<file path="src/rtl/sat_counter.sv">
// Saturating up-counter with synchronous clear; clear wins over the held
// value, then the increment is applied, so clear+inc yields 1.
// Ports: clk, reset (sync, active-high), clear, inc, count[CNT_W-1:0].
module sat_counter #(
  parameter int unsigned CNT_W = 16
) (
  input  logic             clk,
  input  logic             reset,
  input  logic             clear,
  input  logic             inc,
  output logic [CNT_W-1:0] count
);

  logic [CNT_W-1:0] count_q;
  logic [CNT_W-1:0] count_d;

  // Clear first, then increment unless already at all-ones.
  always_comb begin
    count_d = count_q;
    if (clear) begin
      count_d = '0;
    end
    if (inc && (count_d != '1)) begin
      count_d = count_d + CNT_W'(1);
    end
  end

  always_ff @(posedge clk) begin
    if (reset) begin
      count_q <= '0;
    end else begin
      count_q <= count_d;
    end
  end

  assign count = count_q;

endmodule

</file>
<file path="config.mk">
export PLATFORM = sky130hd
export DESIGN_NAME = sat_counter
export DESIGN_NICKNAME = d
export VERILOG_FILES = /design/src/rtl/sat_counter.sv
export SDC_FILE = /design/constraint.sdc
export NUM_CORES = 1
export LEC_CHECK = 0
export ABC_AREA = 1
export BUFFER_PORTS_ARGS = -buffer_cell sky130_fd_sc_hd__buf_2
export CAP_MARGIN = 20
export CELL_PAD_IN_SITES_DETAIL_PLACEMENT = 1
export CELL_PAD_IN_SITES_GLOBAL_PLACEMENT = 2
export CORE_AREA = 10 10 58 106
export DETAILED_ROUTE_END_ITERATION = 8
export DIE_AREA = 0 0 68 116
export PLACE_DENSITY_LB_ADDON = 0.1
export SYNTH_ARGS = -nofsm -noshare
export SYNTH_HDL_FRONTEND = slang
export SYNTH_SLANG_ARGS = --single-unit
</file>
<file path="constraint.sdc">
create_clock -name clk -period 1.07 [get_ports clk]
set_input_delay 0.214 -clock clk [delete_from_list [all_inputs] [get_ports clk]]
set_output_delay 0.214 -clock clk [all_outputs]
set_load 0.03 [all_outputs]
</file>
; After elaboration in Yosys (flattened, before gate mapping)
; Cells that the tools add are included.
[classes]
n_addsub = 1
eq_ne = 1
mux = 2
reduce_logical = 1
[ops]
columns = cell, count
row1 = $mux 16, 2
row2 = $add 16x1->16 const B, 1
row3 = $ne 16x16->1 const B, 1
row4 = $logic_and 1x1->1, 1
[word_totals]
reg_bits = 16
inputBits = 4
out_inout_bits = 16
wordCells = 6

; Depth between registers and ports, before layout
; Gate-level depths: netlist of run 1.
[depth]
word_depth = 4
mapped_depth = 10

; Least setup slack after synthesis of run 1
; No wires, ideal clock.
[synth_path]
path_kind = reg-to-reg
start = register count_q[1] (netlist: count[1])
end = register count_q[10] (netlist: count[10])
setup_ns = 0.116
t_arrival_ns = 1.331
required_ns = 0.954
setup_slack_ns = -0.377
stages_incl_launch_ff = 7
path_buffers = 1
period_less_slack_ns = 1.447
path_cell_list = dfxtp_1 > nand3_2 > nor2_2 > nand4_2 > buf_6 > a21boi_1 > nor2_1
[synth_between]
elab_chain_cells = 4
elab_cells_between_ends = 5
cone_classes = add/sub (1) / eq/ne (1) / mux (2) / reduce/logical (1)
[synth_rtl]
columns = item, line
row1 = from (decl), 14  ; logic [CNT_W-1:0] count_q;
row2 = from (signal assigned), 32  ; count_q <= count_d;
row3 = $mux 16 (*), 20  ; if (clear) begin
row4 = "parallel branches: the longest is 2 deep, another holds $add 16x1->16", n/a
row5 = $mux 16 (*), 23  ; if (inc && (count_d != '1)) begin
; Every way passes the cells marked *.
; A chain may end at the register's enable or synchronous reset.

; Worst setup path after layout of run 1
[layout_path]
start = register count_q[2] (netlist: count[2])
end = register count_q[0] (netlist: count[0])
[layout_between]
elab_chain_cells = 4
[layout_rtl]
columns = item, line
row1 = $mux 16, 20
row2 = $ne 16x16->1, 23
row3 = $logic_and 1x1->1, 23
row4 = $mux 16, 23
; Every way passes these cells.

==> run summary, run 1 <==
========================================================================================================
Result of the run ......................................................................... finished with violations
Violated checks ........................................................................... negative setup slack
Final instance area .......................................................................     2010 µm²
Post-Route Skew ...........................................................................      2.37 ps
Simple-gate area share of the yosys netlist ...............................................        0.485
Aggregate global-route resource usage .....................................................        0.111
Number of cells in the finished layout apart from fillers .................................          279
Pleak .....................................................................................     0.817 nW
Data required time at the worst endpoint ..................................................      1260 ps
Total iterations of the first detailed-routing run ........................................            4
DP Worst Slack ............................................................................      -436 ps
Achievable clock frequency ................................................................    0.786 GHz
Antenna diode count .......................................................................            0
Share of the clock period used by the worst path after layout .............................         1.19
Number of core rows .......................................................................           34
Largest family of logic cells by synthesized area ......................................... simple AND/OR/NAND/NOR gates
Setup repair after global routing missed its margin .......................................         true
Wire length per cell ......................................................................      15.7 µm
Post-detailed-routing wire length .........................................................      4390 µm
Power density over cell area ..............................................................   600 nW/µm²
Initial core utilization ..................................................................        0.240
Type of element capturing the critical path ...............................................         flop
DP HPWL ...................................................................................      3310 µm
Sinks on Clock Net ........................................................................           16
Worst setup margin ........................................................................      -202 ps
Number of distinct library cells after synthesis ..........................................           24
Yosys top cell area share .................................................................        0.302
Synth Area in XOR/XNOR ....................................................................            0
Area of combinational cells with multiple inputs ..........................................      880 µm²
Worst rel slew slack ......................................................................        0.824
Max-cap violations ........................................................................            0
Standard cell core area ...................................................................     4420 µm²
Root Driver ...............................................................................     clkbuf_8
Max FFs per register ......................................................................           16
Netlist area before placement .............................................................     1060 µm²
Wire length of the first global-routing pass ..............................................      6730 µm
Total power draw ..........................................................................      1.21 mW
Number of nets still failing antenna checks after routing .................................            0
Area of the die ...........................................................................     7890 µm²
Vias in the first global route ............................................................         1415
Post-CTS clock slew at the launch and capture registers of the worst setup and hold paths .        70 ps
I/O Buffers ...............................................................................           19
Final worst hold slack ....................................................................       118 ps
Post-Place Cell Area ......................................................................     1580 µm²
Aggregate negative setup slack ............................................................     -2670 ps
Final Hold Viols ..........................................................................            0
Number of pins exceeding their max-slew limit in the final report .........................            0
Arr. time, crit path ......................................................................      1460 ps
IR Drop Worst-Case VDD ....................................................................       370 µV
Fraction of the yosys area taken by sequential cells ......................................        0.302
Flops & latches, synth ....................................................................           16
Category of the most critical setup path ..................................................   reg -> reg
Post-synthesis cell count .................................................................          168
Register area .............................................................................      380 µm²
Number of I/O pins ........................................................................           20
Vias per cell .............................................................................         4.68
Fraction of layout instances using a drive strength above 1 ...............................        0.622
Violation count after the first detailed-route iteration ..................................           32
Final Setup Violations ....................................................................           23
Vias ......................................................................................         1305
Fillers ...................................................................................          551
Total DRC errors in the routed layout .....................................................            0
Area added between synthesis and finish ...................................................        89.9%
Htree depth ...............................................................................            1
Initial antenna violation count ...........................................................            0
Util after Layout .........................................................................        0.455
Aggregate global routing overflow .........................................................            0
Height of the chip ........................................................................       116 µm
Top cell type by total area after synthesis ...............................................      dfxtp_1
Cells taking the most area after synthesis ................................................ dfxtp_1 (30%), nand2_1 (14%), nor2_1 (11%)
Post-synthesis share of cell area spent on full adders, half adders and majority gates ....            0
Area fraction in compound gates after synthesis ...........................................       0.0920
Synth warn ................................................................................            0
Mux share of post-synthesis cell area .....................................................            0
Die span in x .............................................................................        68 µm
Net count of the mapped netlist ...........................................................          172
Global placement routability congestion ...................................................        0.762
Worst Max-Slew Pin Slew ...................................................................       264 ps
Min cycle time layout .....................................................................      1270 ps
CTS tree ..................................................................................          yes
Clock Path Buffers ........................................................................            2
Hold crit path type .......................................................................    in -> reg
Mean area per synthesized cell ............................................................     6.32 µm²
Top fanout value on the critical path .....................................................            6
Count of placed standard cells including taps .............................................          267
Startpoint type of the worst setup path ...................................................         flop
Final-stage net count .....................................................................          231
Number of buffers added by the clock tree synthesis step ..................................            3
Worst skew pair latency ...................................................................       260 ps
Largest net degree at the start of global routing .........................................           21
========================================================================================================
## per-layer routing
layer  wire length (µm)  up-vias  global-route usage
met1               1450      634               0.107
met5                  0        -                   0
met2               2630       20               0.215
li1                   -      640                   -
met3                143       11              0.0203
met4                164        0              0.0432
## placed cells by master (no fill, tap or decap)
cell      Yosys  routed
nor4_1        1       1
buf_12        0       2
nor3_1        1       1
nand4_4       0       1
a21oi_1       8       4
inv_2         1       2
nand3_4       1       9
nand2_1      39      27
nand4_1       2       2
buf_4         0      22
clkbuf_4      0       4
nand2_4       2       5
dfxtp_4       0      16
o21ai_1       0       3
inv_1        22      21
clkbuf_8      0       3
buf_2         2       5
nand3_2       2       7
clkinv_1      1       1
a21boi_2      0       1
nor2_1       31      19
buf_6         2      24
inv_12        0       1
nor2_2        4       8
nand3_1      19       6
nor2_4        2      10
nand2_2       2      11
a21oi_2       4       8
inv_6         0       1
## area by class of cell
class                      count  share of cell area
timing repair inverter         1             0.00435
tap                           54              0.0335
sequential                    16               0.189
clock buffer                   3              0.0205
timing repair buffer          57               0.263
inverter                      25              0.0528
multi-input combinational    123               0.437
## path summary, 6_finish.rpt
kind                                from        end  slack (ps)  cells after the start
worst max-delay path            count[2]   count[0]        -200                      8
worst min-delay path               reset  count[15]         120                      2
worst max register to register  count[2]   count[0]        -200                      8
worst min register to register  count[7]   count[7]         520                      2
## kinds of logic after synthesis
logic type | count (synthesis)
AND/OR/NAND/NOR | 107
buffers and inverters | 29
flip-flops | 16
AO/OA/AOI/OAI | 16
## report_power, final
| group | total, mW | internal [mW] | switching [mW] |
|---|---|---|---|
| combinational | 0.157 | 0.0657 | 0.0912 |
| sequential | 0.568 | 0.561 | 0.00642 |
| clock | 0.484 | 0.251 | 0.233 |
## repair_timing
action / in CTS / in global routing
pin swaps: 7 / 17
endpoints found under the setup margin: 25 / 29
gates resized for setup: 42 / 45
hold buffers: 0 / 0
cloned: 0 / 1
buffers inserted: 0 / 8
## cell usage after synthesis
master / count
nor2_2: 4
buf_2: 2
nand4_2: 1
nor4_1: 1
o21ai_0: 3
nand4_1: 2
a21oi_2: 4
inv_1: 22
nand3_2: 2
a21oi_1: 8
nand3_1: 19
nor2_4: 2
inv_4: 1
a21boi_1: 1
nand2_2: 2
nand2_4: 2
nor2_1: 31
clkinv_1: 1
nor3_1: 1
nand3_4: 1
dfxtp_1: 16
inv_2: 1
nand2_1: 39
buf_6: 2
## critical path, stage by stage (launching register included)
cell      delay [ps]
dfxtp_4          390
nand3_4           90
nor2_4           180
nand2_2          110
clkinv_1          80
nand2_4          100
nand3_2          100
nand2_1           60
nor2_1            90
Power figures use the tool's default switching activity.
==> inputs of run 2 (changes only) <==
--- a/config.mk
+++ b/config.mk
@@ -14,5 +14,5 @@
 export DETAILED_ROUTE_END_ITERATION = 8
 export DIE_AREA = 0 0 68 116
-export PLACE_DENSITY_LB_ADDON = 0.1
+export PLACE_DENSITY = 0.8
 export SYNTH_ARGS = -nofsm -noshare
 export SYNTH_HDL_FRONTEND = slang
==> constraint.sdc (replaced) <==
create_clock -name clk -period 1.07 [get_ports clk]
set_input_delay 0.0535 -clock clk [delete_from_list [all_inputs] [get_ports clk]]
set_output_delay 0.0535 -clock clk [all_outputs]
set_load 0.03 [all_outputs]
==> run 2 against run 1 <==
Net effect: the run still ends with negative setup slack left; clock power barely moved; sequential share of layout area rose by 1.1 points; count of clock-buffer cells in the layout stayed put; core utilization fell by 2.5 points; die area stayed put; highest routed layer unchanged.
==> run summary, run 2 (synthesized netlist as in run 1, its figures left out) <==
========================================================================================================
Vias ......................................................................................         1263
Antenna diode count .......................................................................            0
Most common cell after layout, fill and taps aside ........................................      nand2_1
Number of cells on the worst reg-to-reg path ..............................................            7
Sinks on Clock Net ........................................................................           16
Htree depth ...............................................................................            1
Internal power contribution ...............................................................       875 µW
Share of the clock period used by the worst path after layout .............................         1.18
Area added between synthesis and finish ...................................................        79.2%
Post-CTS clock slew at the launch and capture registers of the worst setup and hold paths .        70 ps
Highest Signal Layer ......................................................................         met4
Fraction of power consumed by the clock network ...........................................        0.404
Final Setup Violations ....................................................................           16
Comb power frac ...........................................................................        0.122
Category of the most critical setup path ..................................................   reg -> reg
Largest net degree at the start of global routing .........................................           16
Arr. time, crit path ......................................................................      1410 ps
End of the worst register-to-register path ................................................     count[0]
Pleak .....................................................................................     0.811 nW
Root Driver ...............................................................................     clkbuf_8
Startpoint type of the worst setup path ...................................................         flop
Post-Route Skew ...........................................................................      2.65 ps
Register area .............................................................................      380 µm²
Aggregate global routing overflow .........................................................            0
Number of cells in the finished layout apart from fillers .................................          274
Min cycle time layout .....................................................................      1260 ps
Util after Layout .........................................................................        0.430
Violated checks ........................................................................... negative setup slack
Switching share of power ..................................................................        0.268
Final Hold Viols ..........................................................................            0
Reg power frac ............................................................................        0.474
Data required time at the worst endpoint ..................................................      1220 ps
Total power draw ..........................................................................      1.19 mW
Initial antenna violation count ...........................................................            0
Setup repair after global routing missed its margin .......................................         true
Fillers ...................................................................................          559
Worst rel slew slack ......................................................................        0.845
Max-cap violations ........................................................................            0
Total iterations of the first detailed-routing run ........................................            3
Last element of the critical path .........................................................     count[0]
Critical path startpoint ..................................................................     count[6]
DP HPWL ...................................................................................      3120 µm
CTS tree ..................................................................................          yes
Vias in the first global route ............................................................         1410
Area of combinational cells with multiple inputs ..........................................      898 µm²
Global placement routability congestion ...................................................        0.793
Number of pins exceeding their max-slew limit in the final report .........................            0
Power density over cell area ..............................................................   628 nW/µm²
Count of placed standard cells including taps .............................................          267
Number of nets still failing antenna checks after routing .................................            0
Max FFs per register ......................................................................           16
Area of the die ...........................................................................     7890 µm²
Final-stage net count .....................................................................          226
Number of buffers added by the clock tree synthesis step ..................................            3
Met2 wire length ..........................................................................      2330 µm
Post-detailed-routing wire length .........................................................      3970 µm
Met3 WL ...................................................................................       135 µm
Worst skew pair latency ...................................................................       250 ps
Worst hold path cell count ................................................................            3
Die span in x .............................................................................        68 µm
Standard cell core area ...................................................................     4420 µm²
Initial core utilization ..................................................................        0.240
Fraction of layout instances using a drive strength above 1 ...............................        0.636
IR Drop Worst-Case VDD ....................................................................       364 µV
Number of I/O pins ........................................................................           20
Type of element capturing the critical path ...............................................         flop
I/O Buffers ...............................................................................           19
Aggregate global-route resource usage .....................................................        0.107
Top fanout value on the critical path .....................................................            6
Net switching power figure ................................................................       320 µW
Worst r2r src .............................................................................     count[6]
Total DRC errors in the routed layout .....................................................            0
Height of the chip ........................................................................       116 µm
Clock Path Buffers ........................................................................            2
Wire length of the first global-routing pass ..............................................      6570 µm
Violation count after the first detailed-route iteration ..................................           13
Commonest cells after routing, fill and taps aside ........................................ nand2_1 (28), buf_4 (27), inv_1 (20)
Vias per cell .............................................................................         4.61
Final worst hold slack ....................................................................       143 ps
Result of the run ......................................................................... finished with violations
Worst setup margin ........................................................................      -189 ps
Achievable clock frequency ................................................................    0.794 GHz
Number of core rows .......................................................................           34
Wire length per cell ......................................................................      14.5 µm
Wire length on met1 .......................................................................      1430 µm
R2r setup slk .............................................................................      -190 ps
Hold crit path type .......................................................................    in -> reg
Worst Max-Slew Pin Slew ...................................................................       230 ps
========================================================================================================
==> run 2: cell count changes in the layout (fill, tap and decap cells not counted), sizes merged <==
cell	previous run	this run
inv	25	24
dlygate4sd3	0	1
clkbuf	7	3
buf	53	52
==> run 2: through the flow <==
| step | TNS [ps] | area (µm²) | worst slack [ps] |
|---|---|---|---|
| floorplan | -1210 | 1220 | -106 |
| global placement | -3070 | 1620 | -268 |
| detailed placement | -3430 | 1620 | -331 |
| CTS | -2570 | 1830 | -186 |
| global route | -3740 | 1900 | -265 |
| finish | -2510 | 1900 | -189 |
==> run 2: what timing repair did <==
| action | in CTS | in global routing |
|---|---|---|
| cloned | 0 | 0 |
| setup buffers | 1 | 2 |
| pin swaps | 14 | 12 |
| endpoints found under the hold margin | 1 | 0 |
| endpoints found under the setup margin | 16 | 16 |
| hold buffers | 1 | 0 |
| gates resized for setup | 40 | 16 |
==> run 2: worst min-delay path by stage <==
stage | start | to | slack, ps
after floorplan | reset | count[15] | 110
after global placement | reset | count[15] | 220
after detailed placement | reset | count[15] | 230
after CTS | inc | count[1] | 130
after global routing | inc | count[1] | 150
final | inc | count[1] | 140
==> run 2: cell type report <==
type	count	share of cell area
multi-input cells	123	0.472
repair buffers	53	0.219
flip-flops and latches	16	0.200
inverters	25	0.0513
well taps	54	0.0355
clock buffers	3	0.0217
==> run 2: worst max-delay path, stage by stage, from the launching register on <==
cell     delay [ps]
dfxtp_4         390
nand3_4          90
nor2_4          180
nand2_2         100
inv_2           100
nand2_4         100
a21oi_2         140
nor2_1           50
==> run 2: per-layer routing <==
metal  up-vias  GRT usage
li1        632          -
met1       610      0.106
met2        15      0.207
met3         6     0.0145
met4         0     0.0472
met5         -          0
==> run 2: power by group through the flow <==
stage / sequential, mW / combinational (mW) / clock [mW]
after floorplan: 0.588 / 0.0558 / 0
after global placement: 0.580 / 0.131 / 0
after detailed placement: 0.581 / 0.133 / 0
after CTS: 0.566 / 0.143 / 0.497
after global routing: 0.567 / 0.159 / 0.515
final: 0.566 / 0.146 / 0.483
==> inputs of run 3 (changes only) <==
PLACE_DENSITY = unset   (was 0.8)
PLACE_DENSITY_LB_ADDON = 0.1   (was unset)
==> run 3 against run 2 <==
Net effect: the run still ends with negative setup slack left; via count barely moved; setup slack got worse by 17 ps; wire length rose by 3.9%; count of clock-buffer cells in the layout did not move; non-clock buffer count fell by 3; die area did not move; clock skew rose by 7.3 ps; clock power rose by 3%; critical path type unchanged; highest routed layer unchanged.
==> run summary, run 3 (synthesized netlist as in run 1, its figures left out) <==
========================================================================================================
Result of the run ......................................................................... finished with violations
Violated checks ........................................................................... negative setup slack
Type of element capturing the critical path ...............................................         flop
Count of buffer and inverter cells on the critical path ...................................            1
Power density over cell area ..............................................................   661 nW/µm²
Sinks on Clock Net ........................................................................           16
Commonest cells after routing, fill and taps aside ........................................ nand2_1 (29), buf_4 (24), nor2_1 (20)
Worst setup margin ........................................................................      -206 ps
Vias ......................................................................................         1262
Post-Route Skew ...........................................................................      9.98 ps
Wire length of the first global-routing pass ..............................................      6960 µm
Post-Place Cell Area ......................................................................     1570 µm²
DP HPWL ...................................................................................      3290 µm
Vias per cell .............................................................................         4.64
Final instance area .......................................................................     1810 µm²
Min cycle time layout .....................................................................      1280 ps
Initial core utilization ..................................................................        0.240
Number of nets still failing antenna checks after routing .................................            0
Largest net degree at the start of global routing .........................................           17
Crit-path slowest cell ....................................................................      dfxtp_4
Post-CTS clock slew at the launch and capture registers of the worst setup and hold paths .        80 ps
Aggregate global routing overflow .........................................................            0
Final Hold Viols ..........................................................................            0
Number of pins exceeding their max-slew limit in the final report .........................            0
Clock Path Buffers ........................................................................            2
Data required time at the worst endpoint ..................................................      1260 ps
Setup repair after global routing missed its margin .......................................         true
Htree depth ...............................................................................            1
Root Driver ...............................................................................     clkbuf_8
Fraction of power consumed by the clock network ...........................................        0.417
Final-stage net count .....................................................................          223
Fraction of layout instances using a drive strength above 1 ...............................        0.596
CTS tree ..................................................................................          yes
Post-detailed-routing wire length .........................................................      4130 µm
Worst skew pair latency ...................................................................       260 ps
Share of the clock period used by the worst path after layout .............................         1.19
Total DRC errors in the routed layout .....................................................            0
Category of the most critical setup path ..................................................   reg -> reg
Total iterations of the first detailed-routing run ........................................            4
Net switching power figure ................................................................       329 µW
Aggregate global-route resource usage .....................................................        0.116
Violation count after the first detailed-route iteration ..................................           36
Vias in the first global route ............................................................         1391
Global placement routability congestion ...................................................        0.799
Hold crit path type .......................................................................    in -> reg
Wire length per cell ......................................................................      15.2 µm
Pleak .....................................................................................     0.778 nW
Top fanout value on the critical path .....................................................            6
Antenna diode count .......................................................................            0
Achievable clock frequency ................................................................    0.784 GHz
Height of the chip ........................................................................       116 µm
Worst Max-Slew Pin Slew ...................................................................       218 ps
Max FFs per register ......................................................................           16
Top delay family on crit path ............................................................. simple AND/OR/NAND/NOR gates
Initial antenna violation count ...........................................................            0
Number of buffers added by the clock tree synthesis step ..................................            3
Total power draw ..........................................................................      1.20 mW
Area added between synthesis and finish ...................................................        70.8%
Aggregate negative setup slack ............................................................     -2680 ps
Standard cell core area ...................................................................     4420 µm²
Area of the die ...........................................................................     7890 µm²
Die span in x .............................................................................        68 µm
Most common cell after layout, fill and taps aside ........................................      nand2_1
Internal power contribution ...............................................................       869 µW
Worst rel slew slack ......................................................................        0.854
Number of I/O pins ........................................................................           20
I/O Buffers ...............................................................................           19
Startpoint type of the worst setup path ...................................................         flop
Peak per-stage delay on the critical path .................................................       370 ps
Cell-by-cell listing of the critical path ................................................. nand3_4 -> nor2_4 -> nand2_2 -> inv_2 -> nand2_4 -> nand3_2 -> nand2_1 -> nor2_1
Switching share of power ..................................................................        0.275
Comb power frac ...........................................................................        0.110
Max-cap violations ........................................................................            0
Final Setup Violations ....................................................................           16
Reg power frac ............................................................................        0.473
IR Drop Worst-Case VDD ....................................................................       502 µV
Arr. time, crit path ......................................................................      1470 ps
Number of core rows .......................................................................           34
========================================================================================================
-- run 3: cell types whose count changed in the layout (fill, tap and decap cells not counted), moves of 2 or more --
cell / previous run / this run
inv_2: 3 / 5
buf_12: 4 / 2
nand2_4: 5 / 3
nor2_2: 9 / 7
nor2_1: 18 / 20
nand3_1: 6 / 9
buf_4: 27 / 24
nand3_4: 9 / 7
-- run 3: layout make-up --
cell class                      count  area (µm²)
Clock buffer                        3        41.3
Clock inverter                      1        3.75
Fill cell                         570        2610
Inverter                           25        96.3
Multi-Input combinational cell    123         852
Sequential cell                    16         380
Tap cell                           54        67.6
Timing Repair Buffer               50         370
-- run 3: final timing paths --
check	from	endpoint	slack, ps	cells past startpoint
hold / removal	inc	count[0]	200	4
setup / recovery	count[4]	count[0]	-210	8
setup reg to reg	count[4]	count[0]	-210	8
hold reg to reg	count[7]	count[7]	520	2
-- run 3: tightest hold or removal path: stages --
cell	delay, ps
buf_2	100
buf_4	120
a21oi_2	50
nor2_1	100
-- run 3: per-stage QoR --
step | utilization | hold slack, ps | instances | setup slack [ps]
finish | 0.410 | 196 | 272 | -206
global route | 0.410 | 228 | 272 | -296
CTS | 0.399 | 174 | 272 | -205
detailed placement | 0.356 | 238 | 264 | -311
global placement | 0.356 | 226 | 264 | -258
floorplan | - | 113 | 168 | -106
-- run 3: per-layer routing --
layer | vias to the layer above | share of wire | global-route usage
li1 | 625 | - | -
met1 | 606 | 0.35 | 0.114
met2 | 23 | 0.59 | 0.224
met3 | 8 | 0.029 | 0.0164
met4 | 0 | 0.023 | 0.0472
met5 | - | 0 | 0
-- run 3: repair_timing --
item,CTS,global route
setup buffers,3,0
endpoints found under the hold margin,1,0
endpoints found under the setup margin,16,16
resized for setup,32,15
pin swaps,15,14
hold buffers,1,0
-- run 3: power groups by stage --
stage	combinational (mW)	clock [mW]	sequential, mW
2_1_floorplan	0.0558	0	0.588
3_3_place_gp	0.120	0	0.581
3_5_place_dp	0.123	0	0.581
4_1_cts	0.131	0.514	0.567
5_1_grt	0.143	0.532	0.568
6_report	0.132	0.499	0.567
